==> src/rtl/gpio_bank_pkg.sv <==
// gpio_bank_pkg
// Shared definitions for the GPIO bank controller: the CPU register map,
// the CPU data-bus width and the layout of the INT_ID register.
package gpio_bank_pkg;

    localparam int BANK_DATA_WIDTH = 32;

    // CPU register addresses; 6 and 7 are unmapped and flagged as errors.
    typedef enum logic [2:0] {
        REG_VALUE      = 3'd0,
        REG_DIRECTION  = 3'd1,
        REG_INT_ENABLE = 3'd2,
        REG_INT_LEVEL  = 3'd3,
        REG_PENDING    = 3'd4,
        REG_INT_ID     = 3'd5
    } reg_addr_e;

    // INT_ID content: valid sits in bit 31, index in bits 4:0.
    typedef struct packed {
        logic       valid;
        logic [4:0] index;
    } int_id_t;

    // Place an INT_ID record into its 32-bit register image.
    function automatic logic [BANK_DATA_WIDTH-1:0] int_id_word(input int_id_t id);
        return {id.valid, 26'd0, id.index};
    endfunction

endpackage

==> src/rtl/gpio_bank_controller_tick_prescaler.sv <==
// tick_prescaler
// Free-running counter 0..TICK_CYCLES-1. tick_o is a registered one-cycle
// pulse raised on the clock edge at which the counter wraps to 0, so the
// tick repeats every TICK_CYCLES cycles.
// Ports:
//   clk_i   - system clock
//   rst_n_i - asynchronous active-low reset
//   tick_o  - registered one-cycle debounce tick
module tick_prescaler #(
    parameter int TICK_CYCLES = 64516
) (
    input  logic clk_i,
    input  logic rst_n_i,
    output logic tick_o
);
    localparam int CNT_W = (TICK_CYCLES > 2) ? $clog2(TICK_CYCLES) : 1;
    localparam logic [CNT_W-1:0] LAST = CNT_W'(TICK_CYCLES - 1);

    logic [CNT_W-1:0] count_q, count_d;
    logic             tick_q, tick_d;

    // Next count with wrap, tick raised alongside the wrap.
    always_comb begin
        if (count_q == LAST) begin
            count_d = '0;
            tick_d  = 1'b1;
        end else begin
            count_d = count_q + CNT_W'(1);
            tick_d  = 1'b0;
        end
    end

    // Counter and tick registers.
    always_ff @(posedge clk_i or negedge rst_n_i) begin
        if (!rst_n_i) begin
            count_q <= '0;
            tick_q  <= 1'b0;
        end else begin
            count_q <= count_d;
            tick_q  <= tick_d;
        end
    end

    assign tick_o = tick_q;

endmodule

==> src/rtl/gpio_bank_controller.sv <==
// gpio_bank_controller
// CPU register front-end and interrupt manager for a bank of GPIO pins.
// Ports:
//   clk_i, rst_n_i                 - clock, asynchronous active-low reset
//   write_i/write_address_i/write_data_i, write_error_o - CPU write side
//   read_i/read_address_i, read_data_o/read_valid_o/read_error_o - CPU read side
//   interrupt_o                    - bank interrupt (any pending bit)
//   pin_write_o/pin_write_address_o/pin_write_data_o - pipelined pin writes
//   pin_read_address_o/pin_read_data_i - combinational pin read path
//   pin_interrupt_i                - per-pin interrupt levels
//   debounce_o                     - shared debounce tick
module gpio_bank_controller
    import gpio_bank_pkg::*;
#(
    parameter int GPIO_NUMBER = 8,
    parameter int TICK_CYCLES = 64516
) (
    input  logic                       clk_i,
    input  logic                       rst_n_i,
    input  logic                       write_i,
    input  logic [2:0]                 write_address_i,
    input  logic [BANK_DATA_WIDTH-1:0] write_data_i,
    output logic                       write_error_o,
    input  logic                       read_i,
    input  logic [2:0]                 read_address_i,
    output logic [BANK_DATA_WIDTH-1:0] read_data_o,
    output logic                       read_valid_o,
    output logic                       read_error_o,
    output logic                       interrupt_o,
    output logic [GPIO_NUMBER-1:0]     pin_write_o,
    output logic [1:0]                 pin_write_address_o,
    output logic [GPIO_NUMBER-1:0]     pin_write_data_o,
    output logic [1:0]                 pin_read_address_o,
    input  logic [GPIO_NUMBER-1:0]     pin_read_data_i,
    input  logic [GPIO_NUMBER-1:0]     pin_interrupt_i,
    output logic                       debounce_o
);

    // Fixed priority: lowest set index wins (scan high to low, last hit kept).
    function automatic int_id_t lowest_pending(input logic [GPIO_NUMBER-1:0] pend);
        int_id_t id;
        id.valid = 1'b0;
        id.index = 5'd0;
        for (int i = GPIO_NUMBER - 1; i >= 0; i--) begin
            id.index = pend[i] ? 5'(i) : id.index;
            id.valid = id.valid | pend[i];
        end
        return id;
    endfunction

    logic [GPIO_NUMBER-1:0]     pin_write_q, pin_write_d;
    logic [1:0]                 pin_write_address_q, pin_write_address_d;
    logic [GPIO_NUMBER-1:0]     pin_write_data_q, pin_write_data_d;
    logic                       write_error_q, write_error_d;
    logic [BANK_DATA_WIDTH-1:0] read_data_q, read_data_d;
    logic                       read_valid_q, read_error_q, read_error_d;
    logic [GPIO_NUMBER-1:0]     pending_q, pending_d;
    logic [GPIO_NUMBER-1:0]     int_prev_q;
    logic                       interrupt_q;
    logic [GPIO_NUMBER-1:0]     rise_s, clear_s;
    logic [BANK_DATA_WIDTH-1:0] int_id_word_s;
    logic                       unused_write_bits_s;

    // Upper write-data bits beyond the pin count are intentionally dropped.
    assign unused_write_bits_s = ^write_data_i;

    assign int_id_word_s = int_id_word(lowest_pending(pending_q));

    // Write decode: pin registers 0-3 get a strobe, 5-7 raise an error.
    always_comb begin
        pin_write_address_d = pin_write_address_q;
        pin_write_data_d    = pin_write_data_q;
        pin_write_d         = '0;
        write_error_d       = 1'b0;
        if (write_i) begin
            case (write_address_i)
                REG_VALUE, REG_DIRECTION, REG_INT_ENABLE, REG_INT_LEVEL: begin
                    pin_write_d         = {GPIO_NUMBER{1'b1}};
                    pin_write_address_d = write_address_i[1:0];
                    pin_write_data_d    = write_data_i[GPIO_NUMBER-1:0];
                end
                REG_PENDING: begin
                    pin_write_d = '0;
                end
                default: begin
                    write_error_d = 1'b1;
                end
            endcase
        end else begin
            pin_write_d = '0;
        end
    end

    // Read mux; read_data holds between reads.
    always_comb begin
        read_data_d  = read_data_q;
        read_error_d = 1'b0;
        if (read_i) begin
            case (read_address_i)
                REG_VALUE, REG_DIRECTION, REG_INT_ENABLE, REG_INT_LEVEL:
                    read_data_d = BANK_DATA_WIDTH'(pin_read_data_i);
                REG_PENDING:
                    read_data_d = BANK_DATA_WIDTH'(pending_q);
                REG_INT_ID:
                    read_data_d = int_id_word_s;
                default: begin
                    read_data_d  = '0;
                    read_error_d = 1'b1;
                end
            endcase
        end else begin
            read_data_d = read_data_q;
        end
    end

    // Pending update: new rising edges are OR-ed after the W1C so set wins.
    always_comb begin
        rise_s = pin_interrupt_i & ~int_prev_q;
        if (write_i && (write_address_i == REG_PENDING)) begin
            clear_s = write_data_i[GPIO_NUMBER-1:0];
        end else begin
            clear_s = '0;
        end
        pending_d = (pending_q & ~clear_s) | rise_s;
    end

    // Register stage for all CPU-facing and pin-facing outputs and state.
    always_ff @(posedge clk_i or negedge rst_n_i) begin
        if (!rst_n_i) begin
            pin_write_q         <= '0;
            pin_write_address_q <= 2'd0;
            pin_write_data_q    <= '0;
            write_error_q       <= 1'b0;
            read_data_q         <= '0;
            read_valid_q        <= 1'b0;
            read_error_q        <= 1'b0;
            pending_q           <= '0;
            int_prev_q          <= '0;
            interrupt_q         <= 1'b0;
        end else begin
            pin_write_q         <= pin_write_d;
            pin_write_address_q <= pin_write_address_d;
            pin_write_data_q    <= pin_write_data_d;
            write_error_q       <= write_error_d;
            read_data_q         <= read_data_d;
            read_valid_q        <= read_i;
            read_error_q        <= read_error_d;
            pending_q           <= pending_d;
            int_prev_q          <= pin_interrupt_i;
            // Taken from pending_d so it tracks the pending register exactly.
            interrupt_q         <= |pending_d;
        end
    end

    tick_prescaler #(
        .TICK_CYCLES (TICK_CYCLES)
    ) u_tick_prescaler (
        .clk_i   (clk_i),
        .rst_n_i (rst_n_i),
        .tick_o  (debounce_o)
    );

    assign pin_read_address_o  = read_address_i[1:0];
    assign pin_write_o         = pin_write_q;
    assign pin_write_address_o = pin_write_address_q;
    assign pin_write_data_o    = pin_write_data_q;
    assign write_error_o       = write_error_q;
    assign read_data_o         = read_data_q;
    assign read_valid_o        = read_valid_q;
    assign read_error_o        = read_error_q;
    assign interrupt_o         = interrupt_q;

endmodule

==> config.mk <==
export PLATFORM = sky130hd
export DESIGN_NAME = gpio_bank_controller
export DESIGN_NICKNAME = d
export VERILOG_FILES = /design/src/rtl/gpio_bank_pkg.sv /design/src/rtl/gpio_bank_controller_tick_prescaler.sv /design/src/rtl/gpio_bank_controller.sv
export SDC_FILE = /design/constraint.sdc
export NUM_CORES = 1
export LEC_CHECK = 0
export ABC_CLOCK_PERIOD_IN_PS = 2500
export CAP_MARGIN = 30
export CORE_AREA = 2 2 83 85
export CTS_CLUSTER_SIZE = 30
export DETAILED_ROUTE_END_ITERATION = 16
export DIE_AREA = 0 0 85 87
export HOLD_SLACK_MARGIN = 0.1
export PLACE_DENSITY = 0.79
export SLEW_MARGIN = 40
export SYNTH_ARGS = -nofsm -noshare
export SYNTH_HDL_FRONTEND = slang
export SYNTH_HIERARCHICAL = 1
export SYNTH_SLANG_ARGS = --single-unit
export TNS_END_PERCENT = 30
==> constraint.sdc <==
create_clock -name clk_i -period 2.5 [get_ports clk_i]
set_input_delay 0.25 -clock clk_i [delete_from_list [all_inputs] [get_ports clk_i]]
set_output_delay 0.25 -clock clk_i [all_outputs]
set_load 0.05 [all_outputs]
# Word level (Yosys, flattened, before mapping)
# Index checks and enable logic that the tools add are counted.
# totals
out_inout_bits	57
in_bits	58
regBits	87
elab_cells	62
# classes
add_sub_neg	1
reduce_logical	9
eq_ne	10
n_bitwise	12
muxes	18
# ops
operator	n
case mux 32 bit (3 select lines)	1
2-to-1 mux 3 bit	8
2-to-1 mux 8 bit	3
adder 16 x 1 -> 16 bit (second input constant)	1
AND 8 bit	2
equality test 16 bit (second input constant)	1
2-to-1 mux 16 bit	1
inverter 8 bit	2
equality test 3 x 2 -> 1 bit (second input constant)	4
equality test 3 bit (second input constant)	3
bitwise OR 8 bit	1
OR reduction 4 bit	2
OR reduction 8 bit	1
bitwise OR 1 bit	7
equality test 3 x 1 -> 1 bit (second input constant)	2
zero test 3 bit	2
OR reduction 6 bit	1
2-to-1 mux 1 bit	5
OR reduction 5 bit	1
AND reduction 2 bit	1
logical AND 1 bit	1

# Longest topological paths before layout
# Gate-level depths: netlist of run 1.
# depth
ltp_word	9
mapped_depth	6
depth_no_buf	5

# By module
# Netlist of run 1, hierarchy kept.
# modules_own_cells
module	seq_area_each_um2	area_each_um2	cells_per_inst	n_inst
gpio_bank_controller	1001.0	1895.6	169	1
tick_prescaler	425.4	784.5	69	1

# Worst setup path before layout of run 1
# Ideal clock, no wire load.
# synth_timing
kind	register to register
start	register pending_q[1]
end	register interrupt_q, in the netlist interrupt_o
setup_slack_ns	0.659
n_path_buf	0
setup_ns	0.139
arrival_ns	1.703
path_stages_with_launch	5
required_time_ns	2.361
cell_sequence	dfrtp_1 and2b_2 a221o_1 or4b_1 or4_1
# synth_via
elab_chain_len	3
# synth_lines
item	line	text
start: declaration	gpio_bank_controller.sv:57	logic [GPIO_NUMBER-1:0] pending_q, pending_d;
start signal: assignment	gpio_bank_controller.sv:148	pending_q <= pending_d;
AND 8 bit	gpio_bank_controller.sv:124	pending_d = (pending_q & ~clear_s) | rise_s;
bitwise OR 8 bit	gpio_bank_controller.sv:124	
net pending_d[1]	gpio_bank_controller.sv:57	
OR reduction 8 bit	gpio_bank_controller.sv:151	interrupt_q <= |pending_d;
end signal: assignment	gpio_bank_controller.sv:151	
end: declaration	gpio_bank_controller.sv:59	logic interrupt_q;
# The timed path passes the listed nets, and every way through them passes these cells.
# A chain may end at the register's enable or synchronous reset.

# Worst setup path after layout of run 1
# layout_timing
start	input write_data_i[6]
end	register interrupt_q, in the netlist interrupt_o
# layout_via
elab_chain_len	5
# layout_lines
item	line	text
start: declaration	gpio_bank_controller.sv:22	input logic [BANK_DATA_WIDTH-1:0] write_data_i,
2-to-1 mux 8 bit	gpio_bank_controller.sv:119	if (write_i && (write_address_i == REG_PENDING)) begin
inverter 8 bit	gpio_bank_controller.sv:124	
AND 8 bit	gpio_bank_controller.sv:124	
bitwise OR 8 bit	gpio_bank_controller.sv:124	
OR reduction 8 bit	gpio_bank_controller.sv:151	
# Every way passes these cells.

==> results.cfg, run 1 <==
[sta]
slew_headroom_pct = 54.8
clock_skew_ns = 0.0104
fin_setup_tns_ns = 0
finalHoldViolations = 0
fmax_mhz = 481
drv_slew = 0
grt_setup_unrepaired = no
period_needed_ns = 2.08
finalSetupViolations = 0
finalCritPeriodShare_pct = 83.1
tightest_slew_ns = 0.677

[setup_path]
cp_max_fo = 2
cp.buffers_inverters = 1
crit_arrival_ns = 2.28
crit_required_ns = 2.71
start_kind = primary input
rrSetupSlack_ns = 0.46
cp_slowest_cell = clkdlybuf4s50_1
crit_family = simple AND/OR/NAND/NOR gates
path_depth = 5
endpoint_kind = register
max_stage_delay_ns = 0.49
crit_chain = clkdlybuf4s50_1 > and2b_1 > a2111oi_0 > or4b_1 > or4_1
rr_worst_depth = 4
crit_type = primary input to register

[global_routing]
grt_util_all_layers_pct = 16.0
grt_max_degree = 32
grt_antenna_before_repair = 0
grt_pass1_wl_um = 9090
grt_overflow_total = 0
grt_pass1_vias = 1980

[cells_and_area]
final_core_util_pct = 54.1
final_area_um2 = 3550
fin_nets = 370
antennaDiodeCount = 0
area_growth_pct = 32.5
layout-drive-gt1-share_pct = 13.9

[power]
power.density_nw_per_um2 = 682
power.total_w = 0.00242
leakagePower_nw = 1.54
irDropWorstVdd_uv = 309

[floorplanning]
die_w_um = 85
ios = 115
design.core.area_um2 = 6570
die_y_um = 87
start_util_pct = 40.8
fp-row-count = 30
die_area_um2 = 7400

[clocking]
cts_hold_buf = 1
numCtsBuffers = 9
cts_resized = 0
cts.sinks = 57
clk_path_buf_depth = 2
clk_latency_ns = 0.33
cts_tree = done
cts_root_buf = clkbuf_8
cts_setup_buffers = 0
cts-htree-levels = 3
clk_pin_slew_ns = 0.07

[logic_synthesis]
syn_inst = 238
synth_cell_types = 49
synth_top_area_cell = dfrtp_1
netlist.area_leader.share_pct = 53.2
syn_area_um2 = 2680
synth_edf_count = 0
yosys_warnings = 6
syn_area_per_cell_um2 = 11.3
yosysMostFrequentCell = dfrtp_1
synthTopCellsByCount = 57 x dfrtp_1, 32 x buf_4, 24 x nor2_1, 10 x inv_1, 10 x mux2_2
async_flop_share_pct = 100
yosysSeqAreaShare_pct = 53.2
synth-seq-cells = 57
synth-main-ff-cell = dfrtp_1
synth_area_leaders = dfrtp_1 53%, buf_4 9.0%, mux2_2 4.2%, nor2_1 3.4%, xnor2_1 2.3%

[place]
post_dp_cell_area_um2 = 3330
gp_congestion = 0.759
io_buffers = 67
dpl.hpwl_um = 4030

[drt]
avgViaCountPerCell = 4.87
drtIter0Drc = 75
firstDrtPassIters = 4
wl_um = 5390
wire_per_inst_um = 13.6
vias = 1928
drc = 0
ant_nets = 0

[min_path]
min_path_type = primary input to register
holdPathStages = 1

[outcome]
outcome = finished, final reports clean

[flow_run]
cap_violations = 0
-- worst paths after layout --
kind,from,end
worst max-delay path,write_data_i[6],interrupt_o
min in group asynchronous,rst_n_i,pin_write_address_o[1]
worst min register to register,u_tick_prescaler/count_q[0],u_tick_prescaler/count_q[0]
max in group asynchronous,rst_n_i,pin_write_data_o[0]
worst min-delay path,pin_interrupt_i[3],int_prev_q[3]
worst max register to register,int_prev_q[6],interrupt_o
-- registers in the layout, indices dropped and copies added, names as in the netlist --
name	flops
u_tick_prescaler/count_q	16
read_data_o	9
int_prev_q	8
pending_q	8
pin_write_data_o	8
pin_write_address_o	2
interrupt_o	1
pin_write_o	1
read_error_o	1
read_valid_o	1
u_tick_prescaler/tick_o	1
write_error_o	1
-- layer usage --
metal	GRT usage (%)	routed length [µm]	up-vias	share of wire, %
met2	26.8	2690	72	50
met5	0	0	-	0
met3	4.45	335	12	6.2
met1	18.5	2220	916	41
met4	9.09	144	0	2.7
li1	-	-	928	-
-- logic make-up after synthesis --
| kind of cell | synth area share [%] |
|---|---|
| buf+inv | 11.1 |
| compound gates | 9.10 |
| other cells | 0.140 |
| flops | 53.2 |
| simple gates | 17.5 |
| fa+ha+maj | 0.467 |
| mux | 4.95 |
| xor+xnor | 3.59 |
-- power by group --
| part | switching, W | internal [W] | total [W] |
|---|---|---|---|
| registers | 0.0000303 | 0.000976 | 0.00101 |
| logic | 0.000348 | 0.000180 | 0.000528 |
| clock network | 0.000345 | 0.000541 | 0.000886 |
-- through the flow --
stage	setup WS (ns)	hold slack, ns	std cells
floorplan	0.659	-0.0456	260
global placement	0.116	0.326	379
detailed placement	0.0366	0.334	379
CTS	0.400	0.363	396
global route	0.363	0.372	396
finish	0.423	0.381	396
-- area by class of cell --
cell class	instances	area, µm²
Sequential cell	57	1430
Timing Repair Buffer	76	736
Multi-Input combinational cell	156	1040
Clock inverter	2	35.0
Tap cell	80	100
Fill cell	557	3020
Inverter	11	41.3
Clock buffer	14	173
-- cell usage in the layout (no fill, tap or decap), types with 2 or more instances in the layout --
cell             Yosys  layout
nand3_1              4       4
nand3b_1             2       2
and2_1               3       3
and4_1               3       3
xnor2_1              7       7
a31oi_1              2       2
a211o_1              2       2
dfrtp_1             57      57
nor2_1              24      24
a221oi_1             6       6
nor4_1               2       2
clkbuf_1             4       2
nand4_1              6       6
inv_1               10      10
nand2b_1             4       4
and3_1               2       2
o21ai_0              3       3
xor2_1               4       4
and2b_2              3       3
a21oi_1              5       5
buf_4               32       8
nor2b_1              6       6
clkdlybuf4s50_1      0      66
clkbuf_8             0      12
a21o_2               2       2
mux2i_1              2       2
conb_1               1      23
nor3_1               3       3
or4_1                2       2
mux2_2              10      10
nand2_1              7       7
No activity file was read; power rests on OpenSTA's default activity.
==> run 2: changes to the inputs <==
--- a/config.mk
+++ b/config.mk
@@ -5,7 +5,7 @@
 export SDC_FILE = /design/constraint.sdc
 export NUM_CORES = 1
 export LEC_CHECK = 0
-export ABC_CLOCK_PERIOD_IN_PS = 2500
+export ABC_CLOCK_PERIOD_IN_PS = 2000
 export CAP_MARGIN = 30
 export CORE_AREA = 2 2 83 85
 export CTS_CLUSTER_SIZE = 30
==> constraint.sdc (replaced) <==
create_clock -name clk_i -period 2 [get_ports clk_i]
set_input_delay 0.2 -clock clk_i [delete_from_list [all_inputs] [get_ports clk_i]]
set_output_delay 0.2 -clock clk_i [all_outputs]
set_load 0.05 [all_outputs]
==> results.cfg, run 2 (synthesized netlist as in run 1, its figures left out) <==
[outcome]
outcome = finished, final reports clean

[setup_path]
r2r_end = interrupt_o
crit_family = simple AND/OR/NAND/NOR gates
crit_arrival_ns = 2.18
start_kind = register
rrSetupSlack_ns = 0.03
cp.buffers_inverters = 1
r2r_start = int_prev_q[6]
max_stage_delay_ns = 0.41
cp_max_fo = 2
cp_slowest_cell = or4b_1
rr_worst_depth = 5
crit_required_ns = 2.20
crit_chain = and2b_2 > a2111oi_4 > buf_4 > or4b_1 > or4_1
endpoint_kind = register
crit_type = register to register

[sta]
finalSetupViolations = 0
fin_setup_tns_ns = 0
clock_skew_ns = 0.0142
finalHoldViolations = 0
fmax_mhz = 507
slew_headroom_pct = 58.9
finalCritPeriodShare_pct = 98.5
drv_slew = 0
period_needed_ns = 1.97
grt_setup_unrepaired = yes
tightest_slew_ns = 0.617

[cells_and_area]
antennaDiodeCount = 0
layout_commonest_cell = clkdlybuf4s50_1
nFillCells = 579
instances_no_fill = 404
max_flop_register = u_tick_prescaler/count_q
area_growth_pct = 34.3
layout-drive-gt1-share_pct = 17.6
final_area_um2 = 3600
final_cell_mix = 64 x clkdlybuf4s50_1, 57 x dfrtp_1, 24 x nor2_1
final_core_util_pct = 54.8
fin_nets = 378
largest_reg_flops = 16

[drt]
avgViaCountPerCell = 4.75
firstDrtPassIters = 4
wl_met2_um = 2750
top_layer_used = met4
ant_nets = 0
wire_per_inst_um = 13.3
wl_um = 5380
vias = 1921
drtIter0Drc = 90
drc = 0
drt-met1-wl_um = 2210
met3_length_um = 332

[min_path]
min_path_type = primary input to register
holdPathStages = 1
worstHoldEndpoint = int_prev_q[3]
min-delay-start = pin_interrupt_i[3]

[place]
io_buffers = 67
gp_congestion = 0.828
dp.cells = 386
dpl.hpwl_um = 4090
post_dp_cell_area_um2 = 3390

[clocking]
cts-htree-levels = 3
cts.sinks = 57
cts_tree = done
clk_path_buf_depth = 2
numCtsBuffers = 9
clk_pin_slew_ns = 0.07
clk_latency_ns = 0.34
cts_root_buf = clkbuf_8

[floorplanning]
start_util_pct = 40.8
ios = 115
die_y_um = 87
die_w_um = 85
design.core.area_um2 = 6570
die_area_um2 = 7400
fp-row-count = 30

[global_routing]
grt_pass1_wl_um = 9020
grt_pass1_vias = 1941
grt_overflow_total = 0
grt_antenna_before_repair = 0
grt_max_degree = 32
grt_util_all_layers_pct = 15.8

[power]
leakagePower_nw = 1.56
irDropWorstVdd_uv = 368
power.density_nw_per_um2 = 791

[flow_run]
cap_violations = 0
==> run 2: what timing repair did <==
| item | 4_1_cts | 5_1_grt |
|---|---|---|
| setup endpoints to repair | 1 | 1 |
| buffers inserted | 0 | 1 |
| hold endpoints to repair | 26 | 0 |
| pin swaps | 0 | 0 |
| hold buffers | 1 | 0 |
| gates resized for setup | 3 | 0 |
==> run 2: how the worst max path moves through the flow <==
stage	from	end	slack (ns)	cells after the start
after floorplan	pending_q[1]	interrupt_o	0.16	4
after global placement	write_data_i[6]	interrupt_o	-0.33	6
after detailed placement	write_data_i[6]	interrupt_o	-0.38	6
after CTS	int_prev_q[6]	interrupt_o	0.01	5
after global routing	int_prev_q[6]	interrupt_o	-0.04	5
final	int_prev_q[6]	interrupt_o	0.03	5
==> run 2: stage by stage <==
step	hold WS [ns]	setup slack, ns	total power (W)
final	0.328	0.0293	0.00285
after global routing	0.324	-0.0374	0.00297
after CTS	0.308	0.0108	0.00289
after detailed placement	0.254	-0.383	0.00195
after global placement	0.250	-0.333	0.00194
after floorplan	-0.0956	0.159	0.00173
==> run 2: routing by layer <==
layer	vias to the layer above	track usage [%]
met5	-	0
met4	0	7.36
met3	8	4.27
met2	68	27.3
met1	899	18.2
li1	946	-
==> run 2: final cells by class <==
class	instances	area, µm²	area share [%]
well taps	80	100	2.78
clock buffers	9	124	3.44
inverters	11	41.3	1.15
clock inverters	7	46.3	1.29
flip-flops and latches	57	1430	39.6
repair buffers	84	803	22.3
multi-input cells	156	1060	29.4
==> run 2: where the power goes <==
group / switching [W] / internal, W / total, W
clock: 0.000470 / 0.000445 / 0.000915
sequential: 0.0000388 / 0.00122 / 0.00126
combinational: 0.000439 / 0.000235 / 0.000674
total: 0.000947 / 0.00190 / 0.00285
